--- src/rtl/mips_mem_pkg.sv ---
// Shared types and constants for the MIPS memory arbiter: FSM state
// encoding, port ownership, and the default read data returned when an
// access times out.
package mips_mem_pkg;

    // Arbiter FSM states.
    typedef enum logic [1:0] {
        IDLE = 2'd0,
        REQ  = 2'd1,
        WAIT = 2'd2
    } arb_state_e;

    // Which CPU port currently owns (or last owned) the memory.
    typedef enum logic {
        INST = 1'b0,
        DATA = 1'b1
    } owner_e;

    // Read data handed back to the core when memory never responds.
    localparam logic [31:0] ERR_DATA_DEFAULT = 32'hDEAD_BEEF;

endpackage : mips_mem_pkg

--- src/rtl/mips_arb_pick.sv ---
// Combinational grant selector for the MIPS memory arbiter.
// Default build: fixed priority, the data port wins when both ports request.
// With MIPS_ARB_FAIR_EN defined: round robin between the two ports, the port
// that did not own the previous access wins a simultaneous request.
module mips_arb_pick
    import mips_mem_pkg::*;
(
    input  logic   i_req,
    input  logic   d_req,
    input  owner_e last_owner,
    output logic   gnt_valid,
    output owner_e gnt_owner
);

`ifndef MIPS_ARB_FAIR_EN
    // The history is kept by the top in every build; only the fair build
    // reads it.
    logic last_owner_unused;
    assign last_owner_unused = last_owner;
`endif

    // Select which port gets the memory when the arbiter is free.
    always_comb begin
        // NOTE: every output gets a default first, so no path leaves a value
        // unassigned and no latch is inferred.
        gnt_valid = i_req || d_req;
        gnt_owner = DATA;
`ifdef MIPS_ARB_FAIR_EN
        if (i_req && d_req) begin
            gnt_owner = (last_owner == DATA) ? INST : DATA;
        end else if (i_req) begin
            gnt_owner = INST;
        end
`else
        if (i_req && !d_req) begin
            gnt_owner = INST;
        end
`endif
    end

endmodule : mips_arb_pick

--- src/rtl/mips_mem_arbiter.sv ---
// Memory front-end between the MIPS core's split instruction/data ports and
// one unified, variable-latency memory (req/gnt then rvalid handshake).
// One access is in flight at a time: IDLE picks a port and registers its
// fields, REQ holds the request until mem_gnt, WAIT collects mem_rvalid or
// forces completion after TIMEOUT cycles with ERR_DATA and a sticky bus_err.
// Optional build macro: MIPS_ARB_FAIR_EN (round-robin arbitration, see
// mips_arb_pick); left undefined the data port has fixed priority.
module mips_mem_arbiter
    import mips_mem_pkg::*;
#(
    parameter int          ADDR_W   = 32,
    parameter int          DATA_W   = 32,   // multiple of 8
    parameter int          TIMEOUT  = 255,  // at least 1
    parameter logic [31:0] ERR_DATA = ERR_DATA_DEFAULT
) (
    input  logic                clk,
    input  logic                rst,        // asynchronous, active low

    // Instruction port
    input  logic                i_ren,
    input  logic [ADDR_W-1:0]   i_addr,
    output logic [DATA_W-1:0]   i_rdata,
    output logic                i_ready,
    output logic                i_stall,

    // Data port
    input  logic                d_ren,
    input  logic                d_wen,
    input  logic [DATA_W/8-1:0] d_be,
    input  logic [ADDR_W-1:0]   d_addr,
    input  logic [DATA_W-1:0]   d_wdata,
    output logic [DATA_W-1:0]   d_rdata,
    output logic                d_ready,
    output logic                d_stall,

    // Unified memory
    output logic                mem_req,
    output logic                mem_we,
    output logic [DATA_W/8-1:0] mem_be,
    output logic [ADDR_W-1:0]   mem_addr,
    output logic [DATA_W-1:0]   mem_wdata,
    input  logic                mem_gnt,
    input  logic                mem_rvalid,
    input  logic [DATA_W-1:0]   mem_rdata,

    output logic                bus_err
);

    localparam int                BE_W     = DATA_W / 8;
    localparam int                CNT_W    = $clog2(TIMEOUT + 1);
    localparam logic [CNT_W-1:0]  CNT_LAST = CNT_W'(TIMEOUT);
    localparam logic [DATA_W-1:0] ERR_WORD = DATA_W'(ERR_DATA);

    arb_state_e        state_q, state_d;
    owner_e            owner_q, owner_d;
    owner_e            last_owner_q, last_owner_d;
    logic [CNT_W-1:0]  cnt_q, cnt_d;
    logic              mem_req_q, mem_req_d;
    logic              mem_we_q, mem_we_d;
    logic [BE_W-1:0]   mem_be_q, mem_be_d;
    logic [ADDR_W-1:0] mem_addr_q, mem_addr_d;
    logic [DATA_W-1:0] mem_wdata_q, mem_wdata_d;
    logic              bus_err_q, bus_err_d;

    logic              d_req;
    logic              pick_valid;
    owner_e            pick_owner;
    logic              rsp_hit;
    logic              timeout_hit;
    logic              access_done;
    logic [DATA_W-1:0] rsp_data;

    assign d_req = d_ren || d_wen;

    mips_arb_pick u_pick (
        .i_req      (i_ren),
        .d_req      (d_req),
        .last_owner (last_owner_q),
        .gnt_valid  (pick_valid),
        .gnt_owner  (pick_owner)
    );

    // A response always wins over a timeout landing in the same cycle.
    assign rsp_hit     = (state_q == WAIT) && mem_rvalid;
    assign timeout_hit = (state_q == WAIT) && !mem_rvalid && (cnt_q == CNT_LAST);
    assign access_done = rsp_hit || timeout_hit;

    // State register.
    always_ff @(posedge clk or negedge rst) begin
        if (!rst) begin
            state_q <= IDLE;
        end else begin
            // NOTE: flops update with <= so every always_ff reads the values
            // from before the edge, independent of block ordering.
            state_q <= state_d;
        end
    end

    // Next-state logic.
    always_comb begin
        state_d = state_q;
        unique case (state_q)
            IDLE:    if (pick_valid)  state_d = REQ;
            REQ:     if (mem_gnt)     state_d = WAIT;
            WAIT:    if (access_done) state_d = IDLE;
            default:                  state_d = IDLE;
        endcase
    end

    // Datapath registers: captured request fields, ownership, wait counter.
    always_ff @(posedge clk or negedge rst) begin
        if (!rst) begin
            // NOTE: an abandoned access must not leave a stale request on
            // the bus, so every registered memory output resets to zero.
            owner_q      <= DATA;
            last_owner_q <= DATA;
            cnt_q        <= '0;
            mem_req_q    <= 1'b0;
            mem_we_q     <= 1'b0;
            mem_be_q     <= '0;
            mem_addr_q   <= '0;
            mem_wdata_q  <= '0;
            bus_err_q    <= 1'b0;
        end else begin
            owner_q      <= owner_d;
            last_owner_q <= last_owner_d;
            cnt_q        <= cnt_d;
            mem_req_q    <= mem_req_d;
            mem_we_q     <= mem_we_d;
            mem_be_q     <= mem_be_d;
            mem_addr_q   <= mem_addr_d;
            mem_wdata_q  <= mem_wdata_d;
            bus_err_q    <= bus_err_d;
        end
    end

    // Datapath next values: launch in IDLE, drop req on grant, count in WAIT.
    always_comb begin
        owner_d      = owner_q;
        last_owner_d = last_owner_q;
        cnt_d        = cnt_q;
        mem_req_d    = mem_req_q;
        mem_we_d     = mem_we_q;
        mem_be_d     = mem_be_q;
        mem_addr_d   = mem_addr_q;
        mem_wdata_d  = mem_wdata_q;
        bus_err_d    = bus_err_q;
        unique case (state_q)
            IDLE: begin
                if (pick_valid) begin
                    owner_d   = pick_owner;
                    mem_req_d = 1'b1;
                    if (pick_owner == DATA) begin
                        mem_we_d    = d_wen;
                        mem_be_d    = d_wen ? d_be : '1;
                        mem_addr_d  = d_addr;
                        mem_wdata_d = d_wen ? d_wdata : '0;
                    end else begin
                        mem_we_d    = 1'b0;
                        mem_be_d    = '1;
                        mem_addr_d  = i_addr;
                        mem_wdata_d = '0;
                    end
                end
            end
            REQ: begin
                if (mem_gnt) begin
                    mem_req_d = 1'b0;
                    cnt_d     = '0;
                end
            end
            WAIT: begin
                if (access_done) begin
                    last_owner_d = owner_q;
                    if (timeout_hit) begin
                        bus_err_d = 1'b1;
                    end
                end else begin
                    cnt_d = cnt_q + CNT_W'(1);
                end
            end
            default: ;
        endcase
    end

    // Completion outputs: only the owning port sees ready and data.
    always_comb begin
        i_ready  = 1'b0;
        d_ready  = 1'b0;
        i_rdata  = '0;
        d_rdata  = '0;
        rsp_data = '0;
        if (access_done) begin
            if (timeout_hit) begin
                rsp_data = ERR_WORD;
            end else if (!mem_we_q) begin
                rsp_data = mem_rdata;
            end
            if (owner_q == INST) begin
                i_ready = 1'b1;
                i_rdata = rsp_data;
            end else begin
                d_ready = 1'b1;
                d_rdata = rsp_data;
            end
        end
    end

    assign i_stall   = i_ren && !i_ready;
    assign d_stall   = d_req && !d_ready;

    assign mem_req   = mem_req_q;
    assign mem_we    = mem_we_q;
    assign mem_be    = mem_be_q;
    assign mem_addr  = mem_addr_q;
    assign mem_wdata = mem_wdata_q;
    assign bus_err   = bus_err_q;

endmodule : mips_mem_arbiter
--- config.mk ---
export PLATFORM = sky130hd
export DESIGN_NAME = mips_mem_arbiter
export DESIGN_NICKNAME = d
export VERILOG_FILES = /design/src/rtl/mips_mem_pkg.sv /design/src/rtl/mips_arb_pick.sv /design/src/rtl/mips_mem_arbiter.sv
export SDC_FILE = /design/constraint.sdc
export NUM_CORES = 1
export LEC_CHECK = 0
export ABC_AREA = 0
export BUFFER_PORTS_ARGS = -buffer_cell sky130_fd_sc_hd__buf_2
export CAP_MARGIN = 15
export CORE_MARGIN = 8
export CORE_UTILIZATION = 42
export DETAILED_ROUTE_END_ITERATION = 16
export PLACE_DENSITY_LB_ADDON = 0.3
export SLEW_MARGIN = 20
export SYNTH_ARGS = -nofsm -noshare
export SYNTH_HDL_FRONTEND = slang
export SYNTH_HIERARCHICAL = 1
export SYNTH_SLANG_ARGS = --single-unit
--- constraint.sdc ---
create_clock -name clk -period 2.3 [get_ports clk]
set_input_delay 0.23 -clock clk [delete_from_list [all_inputs] [get_ports clk]]
set_output_delay 0.23 -clock clk [all_outputs]
set_load 0.01 [all_outputs]
After elaboration in Yosys (flattened, before gate mapping):

Index checks and enable logic that the tools add are counted.

* bits in registers: 82
* input port bits: 139
* output and inout port bits: 139
* word-level logic and storage cells: 65

* add/subtract/negate cells: 1
* equality and inequality tests: 7
* multiplexer cells: 27
* reductions and logical operators: 21

Operator list (number)
* $mux 32: 9
* $mux 8: 2
* $pmux 8 s2: 1
* $reduce_and 3->1: 4
* $add 8x1->8 const B: 1
* $eq 8x8->1 const B: 1
* $mux 1: 8
* $mux 4: 2
* $ne 2x2->1 const B: 4
* $logic_and 1x1->1: 6
* $mux 2: 3
* $pmux 2 s3: 1
* $logic_not 1->1: 4
* $reduce_bool 2->1: 2
* $logic_or 1x1->1: 3
* $eq 2x1->1 const B: 1
* $eq 2x2->1 const B: 1
* $logic_not 2->1: 1
* $pmux 1 s2: 1
* $reduce_and 2->1: 1

Logic depth before layout (Yosys ltp):

Gate-level depths: netlist (run 1).

* depth after elaboration: 7
* mapped depth: 8

Modules after synthesis:

Netlist (run 1), hierarchy kept.

By module, submodules not included
* mips_mem_arbiter: instances 1, cells an instance 414, area each 3966.3 um^2, seq. area each 2079.5 um^2
* mips_arb_pick: instances 1, cells an instance 2, area each 12.5 um^2, seq. area each 0.0 um^2

Worst setup path before layout (run 1):

Ideal clock, no wire load.

* path kind: flip-flop to output port
* start: reg state_q[0]
* end: out d_rdata[18]
* data arrival time: 1715 ps
* data required time: 2070 ps
* slack: 355 ps
* stages on the path, launching flop included: 8
* path through: dfrtp_1 -> buf_6 -> or3b_1 -> buf_2 -> nor4_4 -> buf_6 -> a21oi_1 -> nor2_1

* longest elaborated chain between the ends: 6

Ends and longest elaborated chain
* from (decl): RTL line mips_mem_arbiter.sv:54 `arb_state_e state_q, state_d;`
* from (signal assigned): RTL line mips_mem_arbiter.sv:95 `state_q <= state_d;`
* $eq 2x2->1 *
* $logic_and 1x1->1 (2 in a row): RTL line mips_mem_arbiter.sv:85 `assign timeout_hit = (state_q == WAIT) && !mem_rvalid && (cnt_q == CNT_LAST);`
* $mux 32: RTL line mips_mem_arbiter.sv:194 `if (timeout_hit) begin`
* $mux 32: RTL line mips_mem_arbiter.sv:199 `if (owner_q == INST) begin`
* $mux 32 *: RTL line mips_mem_arbiter.sv:193 `if (access_done) begin`
* to (decl): RTL line mips_mem_arbiter.sv:32 `output logic [DATA_W-1:0] d_rdata,`

Mark *: on every way between the ends. The rest lies on a longest branch, timed or not.

Worst setup path in the final report (run 1):

* start: reg cnt_q[0]
* end: out i_rdata[3]

* longest elaborated chain between the ends: 5

Ends and longest elaborated chain
* from (decl): RTL line mips_mem_arbiter.sv:57 `logic [CNT_W-1:0] cnt_q, cnt_d;`
* from (signal assigned): RTL line mips_mem_arbiter.sv:127 `cnt_q <= cnt_d;`
* $eq 8x8->1 *: RTL line mips_mem_arbiter.sv:85
* $logic_and 1x1->1 *: RTL line mips_mem_arbiter.sv:85
* $mux 32: RTL line mips_mem_arbiter.sv:194
* $mux 32: RTL line mips_mem_arbiter.sv:199
* $mux 32 *: RTL line mips_mem_arbiter.sv:193
* to (decl): RTL line mips_mem_arbiter.sv:22 `output logic [DATA_W-1:0] i_rdata,`

Marks and branches as above.

==> results.md, run 1 <==
- The delay of the slowest cell on the worst path is ~400 ps.
- The top-level port count is roughly 280.
- The final routed wire length divided by cell count is ~18 um.
- The placed wire-length estimate after detailed placement is roughly 11000 um.
- The design draws 0.00659 W.
- For this run, design rule violations remaining after detail routing come to 0.
- The total internal power is between 0.003 and 0.004 W.
- The number of pins exceeding their max-slew limit in the final report is 0.
- The library cell contributing the largest single delay on the critical path is dfrtp_1.
- The signal arrival time at the worst endpoint is a little over 2000 ps.
- The cell area after synthesis is ~0.0039 mm2.
- After detailed placement, the total cell area comes to between 0.005 and 0.006 mm2.
- The clock net in this run drives a total of between 80 and 90 sinks.
- 0 antenna diodes ended up in the layout.
- The hold slack is slightly above 70 ps.
- For this configuration, the core starts out at a cell density of 43.1%.
- The number of warnings reported in the yosys synthesis log is 6.
- The type of the most critical hold path is in -> reg.
- The global route total overflow is 0.
- The standard-cell row count is 35.
- The area growth from synthesis to layout is 57.1%.
- After detailed routing, the total wire length is about 15000 um.
- The detail route stage leaves a number of antenna-violating nets equal to 0.
- The maximum number of pins on one net before global-route repair is 59.
- The flow ran to the end, but the final reports show violations.
- The highest achievable clock rate is 0.434 GHz.
- Setup repair after global routing could not meet its margin everywhere.
- Synthesis produced between 400 and 500 cells.
- Global routing used 21.1% of the available tracks.
- Across all layers, the routed design uses 4255 vias.
- The via count of the first global-routing pass is 4382.
- The floorplan step set the die height to between 100 and 150 um.
- Clock tree synthesis selected as its root buffer the cell clkbuf_8.
- At the pin with the least slew margin, the transition time is 544 ps.
- The nature of the critical path endpoint is a primary output.
- The clock tree from TritonCTS is yes.
- Routability-driven placement finished with a final weighted congestion of between 0.9 and 1.
- The logic gate share of total power is about 46%.
- The x dimension of the die is 113 um.
- Along the worst path, the maximum fanout reaches 17.
- Clock tree synthesis inserted a total of 9 buffers.
- The post-route netlist has between 50% and 60% of its cells at a drive strength greater than 1.
- The net count of the mapped netlist is 553.
- The startpoint kind of the worst setup timing path is a flop.
- In the final design database the tool counted between 800 and 900 nets.
- The maximum clock path buffer count is 2.
- The number of endpoints failing setup at the final stage is 2.
- The power share of the sequential group is between 30% and 40%.
- The first TritonRoute pass finished after 4 iterations.
- VDD sags by at most approximately 0.00072 V.
- The number of antenna violations at the first check in global routing is 0.
- The number of buffers inserted by port buffering is ~280.
- In this run, the number of DRC markers left after iteration 0 of detailed routing was roughly 240.
- For the finished layout, the period the worst path requires is 2300 ps.
- Along the worst hold path, the cell count comes to 2.
- The critical path in this run is classified as reg -> out.
- The checks that failed: negative setup slack.
- Each instance of the synthesized netlist takes up on average approximately 9.5 um2.
- Summing all non-filler instances in the final layout gives an area of ~0.0062 mm2.
- The first global-routing pass estimated about 22000 um of wire.
- The post-route core utilization is between 60 and 70%.
- The critical path goes through ha_4 > and3_4 > a21oi_2 > or3_4 > clkbuf_16 > nor2_1 > buf_2.
- The clock reaches the later pin of the worst-skew pair after between 300 and 400 ps.
- The region available for standard cell placement spans roughly 0.0092 mm2.
- The worst pin sits at a relative slew slack of a little under two thirds.
- The post-route clock period utilization is 100%.
- The power per cell area is about 1100 mW/mm2.
- The number of cells traversed by the worst register-to-register path is 7.
- The required time of the critical path is a little over 2000 ps.
- The minimum setup slack in the final design is -4.05 ps.
- On the final layout, the worst clock skew is approximately 12 ps.
- The number of max-capacitance violations reported is 0.
- The reported leakage power is around 3.4 nW.
- The H-tree was split into 3 levels.
- The part of the power in the clock network is approximately 18%.
- The die area is about 0.013 mm2.
- In this run the power spent charging and discharging nets is about 0.0026 W.
- The via-per-instance ratio is ~5.2.
- The final number of hold-violating endpoints is 0.
- The clock-pin transition on the worst setup and hold timing paths is 80 ps.
- Net switching is 39.5% of the power.
## layout make-up
type                       instances  area (um2)
timing repair buffer             309        1870
multi-input combinational        292        1880
inverter                           7        26.3
sequential                        82        2050
tap                              111         139
clock buffer                      11         141
fill                             728        2960
clock inverter                     5        86.3
## layer usage
layer | share of wire [%] | track usage, % | vias up
li1 | - | - | 2016
met1 | 36 | 21.0 | 1972
met2 | 52 | 38.3 | 235
met3 | 9.7 | 8.57 | 32
met4 | 2.6 | 8.08 | 0
met5 | 0 | 0 | -
## flip-flops by register name, indices dropped and copies added (netlist names), 2 cells and up
signal     cells
mem_be         4
cnt_q          8
mem_wdata     32
mem_addr      32
state_q        2
## through the flow
| stage | setup slack [ps] | setup TNS (ps) | instances |
|---|---|---|---|
| after floorplan | 370 | 0 | 413 |
| after CTS | -30.8 | -187 | 805 |
| after global placement | 321 | 0 | 784 |
| final | -4.05 | -4.40 | 817 |
| after detailed placement | 284 | 0 | 784 |
| after global routing | -126 | -3390 | 817 |
## worst max-delay path: cells and delay by family (launching register included)
family,cells,cell delay (ps)
compound gates,1,60
buf+inv,2,350
flops,1,400
fa+ha+maj,1,190
simple gates,3,730
## cell usage in the layout (no fill, tap or decap), drive strengths merged, types with 2 or more instances in the layout
cell type	count
dfrtp	81
nor2	100
nand2b	2
nor4	2
or2	3
buf	303
nand3b	2
o21ai	2
nand2	18
a21oi	64
and3	4
nand3	5
and2	3
bufinv	2
mux2i	33
clkbuf	16
o22a	4
inv	6
a22o	32
clkinv	4
a31oi	4
## path summary, 6_finish.rpt
check                      startpoint       endpoint  slack, ps
hold reg to reg               bus_err        bus_err        480
max in group asynchronous         rst  mem_wdata[13]       1270
hold / removal                mem_gnt     state_q[0]         70
setup reg to reg             cnt_q[0]       cnt_q[6]        370
min in group asynchronous         rst   mem_wdata[7]        410
setup / recovery             cnt_q[0]     i_rdata[3]         -4
## power groups by stage
| stage | combinational (W) | sequential (W) | clock (W) |
|---|---|---|---|
| final | 0.00304 | 0.00237 | 0.00118 |
| after global routing | 0.00333 | 0.00245 | 0.00126 |
| after CTS | 0.00289 | 0.00237 | 0.00120 |
| after detailed placement | 0.00284 | 0.00239 | 0 |
| after global placement | 0.00277 | 0.00237 | 0 |
| after floorplan | 0.00133 | 0.00265 | 0 |
## repair_timing
action / 4_1_cts / 5_1_grt
hold buffers: 1 / 0
setup endpoints to repair: 66 / 64
pin swaps: 18 / 15
hold endpoints to repair: 40 / 0
resized for setup: 6 / 59
cloned: 0 / 7
buffers inserted: 4 / 5
Note: power is estimated with default switching activity, not from simulation.
==> run 2: changes to the inputs <==
--- a/config.mk
+++ b/config.mk
@@ -15,5 +15,4 @@
 export SLEW_MARGIN = 20
 export SYNTH_ARGS = -nofsm -noshare
 export SYNTH_HDL_FRONTEND = slang
-export SYNTH_HIERARCHICAL = 1
 export SYNTH_SLANG_ARGS = --single-unit
==> run 2 against run 1 <==
  * The run now ends clean
  * Combinational power increased by 7.2%
  * Core utilization decreased by 5.8 points
  * Non-clock buffer count decreased by 13
  * Routed wire length increased by 2.5%
  * Die area increased by 2.5%
  * Hold slack improved by 28 ps
  * Synthesized cell count increased by 27%
  * Critical path type unchanged
  * Global-route usage increased by 2.0 points
  * Register-to-register slack improved by 130 ps
  * Critical path depth unchanged
  * Sequential share of layout area increased by 1.5 points
  * Area after synthesis increased by 3.0%
==> results.md, run 2 <==
- The global route total overflow came to 0 (unchanged).
- The maximum clock path buffer count came to 2 (unchanged).
- The cell area after synthesis is 0.00406 mm2 (was 0.00394 mm2).
- The endpoint of the worst-slack reg-to-reg timing path is mem_be[2] (was cnt_q[6]).
- The setup clock skew after layout is 6.08 ps (was 12.2 ps).
- The power per cell area is 1130 mW/mm2 (was 1060 mW/mm2).
- The global placer's final weighted congestion came to 1.03 (was 0.924).
- The number of different library cells in the post-synthesis netlist is 37.
- The standard cell core area is 0.00959 mm2 (was 0.00915 mm2).
- The worst voltage drop across the vdd grid is 0.000700 V (was 0.000718 V).
- The initial core utilization is 42.3% (was 43.1%).
- The synthesized design contains 0 enable-type register cells.
- The via count of the first global-routing pass is 4677 (was 4382).
- The iteration-0 DRC count of the detailed router was 358 (was 243).
- The remaining routing DRC violations is 0 (unchanged).
- The global-route usage over all layers is 23.1% (was 21.1%).
- The post-route core utilization is 61.8% (was 67.6%).
- The headroom to the max-slew limit was 53.8% (was 63.7%).
- The final number of hold-violating endpoints is 0 (unchanged).
- The area growth from synthesis to layout was 46.2% (was 57.1%).
- The final critical delay including setup and external delays is 2270 ps (was 2300 ps).
- The number of pins exceeding their max-slew limit in the final report is 0 (unchanged).
- The highest achievable clock rate is 0.441 GHz (was 0.434 GHz).
- The number of buffers inserted by port buffering came to 277 (unchanged).
- The maximum fanout along the worst path is 25 (was 17).
- The total power came to 0.00672 W (was 0.00659 W).
- The maximum level of the CTS H-tree is 3 (unchanged).
- The instance area at placement is 0.00561 mm2 (was 0.00548 mm2).
- The insertion delay of the later-clocked pin in the worst-skew pair is 350 ps (was 340 ps).
- The required time of the critical path was 2070 ps (about the same).
- The detailed-router iteration count before antenna repair is 4 (unchanged).
- In the synthesized netlist, the cells that appear most often are nand2_1, nor2_1, dfrtp_1.
- The area of all sequential standard cells is 0.00206 mm2 (was 0.00205 mm2).
- The number of max-capacitance violations reported is 0 (unchanged).
- The final routed wirelength across all metal layers is 15400 um (was 15000 um).
- The placed wire-length estimate after detailed placement is 12300 um (was 11100 um).
- The clock tree from TritonCTS is yes (unchanged).
- The cell accounting for the most synthesized area is dfrtp_1.
- The number of warnings reported in the yosys synthesis log is 0 (was 6).
- The number of nets in the layout is 931 (was 841).
- The flip-flop and latch count after synthesis is 82.
- The leading cell type by number of instances after synthesis is nand2_1.
- The library cell contributing the largest single delay on the critical path is dfrtp_1 (unchanged).
- The clock-pin transition on the worst setup and hold timing paths is 80 ps (about the same).
- The die height is 114 um (was 113 um).
- Among all flip-flop cells after synthesis, the most frequent one is dfrtp_1.
- The startpoint of the most critical hold path is d_wdata[22] (was mem_gnt).
- Ordered cell list for the critical path: ha_1 > and3_1 > and4_1 > buf_12 > a21oi_1 > nor2_1 > buf_2 (was ha_4 > and3_4 > a21oi_2 > or3_4 > clkbuf_16 > nor2_1 > buf_2).
- The endpoint of the worst hold path is mem_wdata[22] (was state_q[0]).
- The via count of the routed design is 4616 (was 4255).
- The post-synthesis cell count is 523 (was 413).
- The CTS buffer count is 9 (unchanged).
- The worst-margin pin slew was 693 ps (was 544 ps).
- The type of the most critical hold path is in -> reg (unchanged).
- The final antenna-violating net count is 0 (unchanged).
- The clock sink total came to 82 (unchanged).
- After synthesis, the cell types taking the most area are dfrtp_1, nand2_1, nor2_1, a21oi_1, nand3_1.
- The standard-cell row count came to 36 (was 35).
- The reg-to-reg startpoint is state_q[0] (was cnt_q[0]).
- The via-per-instance ratio is 4.95 (was 5.21).
- The post-route clock period utilization is 98.6% (was 100%).
- The number of fill cells was 896 (was 728).
- The reg2reg setup slack is 500 ps (was 370 ps).
- The proportion of netlist area held by the largest area contributor is 50.0%.
- Run status: completed (was finished, violations left).
- The delay of the slowest cell on the worst path is 390 ps (was 400 ps).
- The average cell area after synthesis is 7.76 um2 (was 9.54 um2).
- The final routed wire length divided by cell count is 16.5 um (was 18.4 um).
- The x dimension of the die was 114 um (was 113 um).
- The top-level port count is 278 (unchanged).
- Top library cells by usage in the layout, fill and taps aside: buf_2, nand2_1, nor2_1, dfrtp_1 (was buf_2, nor2_1, dfrtp_1, a21oi_1, mux2i_1).
- The signal arrival time at the worst endpoint is 2040 ps (was 2070 ps).
- The startpoint kind of the worst setup timing path was a flop (unchanged).
- The share of post-route cells with drive strength above 1 is 42.5% (was 50.8%).
- The final non-filler cell area came to 0.00593 mm2 (was 0.00619 mm2).
- The most common cell after layout, fill and taps aside was buf_2 (unchanged).
- The die area came to 0.0131 mm2 (was 0.0127 mm2).
- The fraction of the yosys area taken by sequential cells is between 50% and 60%.
- Counting flops with an async set or reset pin after synthesis yields a share of 100%.
- The global-route wire length before repair is 23700 um (was 21500 um).
- The multi-input logic area is 0.00190 mm2 (was 0.00188 mm2).
- The number of endpoints failing setup at the final stage is 0 (was 2).
- The number of antenna violations at the first check in global routing is 2 (was 0).
- The maximum number of pins on one net before global-route repair was 54 (was 59).
- The reported leakage power came to 3.29 nW (was 3.39 nW).
- The nature of the critical path endpoint is a primary output (unchanged).
- The net count of the mapped netlist came to 663 (was 553).
- The worst hold path stage count is 3 (was 2).
- The clock tree root driver cell is clkbuf_8 (unchanged).
- The number of cells traversed by the worst register-to-register path was 5 (was 7).
- Unrepaired setup endpoints after global routing: yes (unchanged).
- The kind of critical path is reg -> out (unchanged).
-- run 2: metrics by stage --
step,hold WS [ps],std cells,TNS [ps],setup WS (ps)
final,100,932,0,33.1
after global routing,83.2,931,-858,-78.1
after CTS,76.0,927,0,4.75
after detailed placement,329,909,0,293
after global placement,317,909,0,339
after floorplan,-65.6,523,0,507
-- run 2: kinds of logic after synthesis --
logic type	after synthesis	synth area share [%]
and+or+nand+nor	278	28.9
AOI/OAI and AO/OA	114	15.2
DFF	82	50.6
buffers and inverters	48	5.03
adders and majority gates	1	0.308
-- run 2: area by class of cell --
| cell class | instances | area share [%] |
|---|---|---|
| sequential | 82 | 34.6 |
| multi-input combinational | 393 | 32.0 |
| timing repair buffer | 296 | 26.8 |
| tap | 133 | 2.80 |
| clock buffer | 12 | 2.61 |
| inverter | 9 | 0.569 |
| clock inverter | 4 | 0.443 |
| antenna | 3 | 0.127 |
-- run 2: worst max-delay path by stage --
stage | start | endpoint | slack (ps)
finish | cnt_q[1] | d_rdata[0] | 30
global route | cnt_q[1] | d_rdata[0] | -80
CTS | cnt_q[1] | d_rdata[0] | 5
detailed placement | cnt_q[0] | d_rdata[13] | 290
global placement | cnt_q[0] | d_rdata[2] | 340
floorplan | cnt_q[0] | d_rdata[14] | 510
-- run 2: what timing repair did --
action | CTS | global route
setup buffers | 1 | 2
gates resized for setup | 8 | 18
hold buffers | 1 | 0
endpoints found under the setup margin | 18 | 68
endpoints found under the hold margin | 51 | 0
pin swaps | 0 | 2
-- run 2: worst max-delay path: cells and delay by family (launching register included) --
kind | cells | cell delay [ps]
DFF | 1 | 390
adders and majority gates | 1 | 210
buffers and inverters | 2 | 360
and+or+nand+nor | 3 | 650
AOI/OAI and AO/OA | 1 | 80
-- run 2: power by group --
part	internal (W)	leakage (nW)	total (W)	switching, W
clock	0.000450	0.0924	0.000965	0.000515
sequential	0.00210	1.02	0.00250	0.000394
combinational	0.00123	2.18	0.00326	0.00203
-- run 2: metal layers --
layer	wire, um	part of all wire, %	global-route usage (%)	up-vias
met2	8040	52	42.0	201
li1	-	-	-	2266
met1	5640	37	23.9	2124
met5	0	0	0	-
met3	1330	8.7	7.23	25
met4	393	2.6	9.85	0
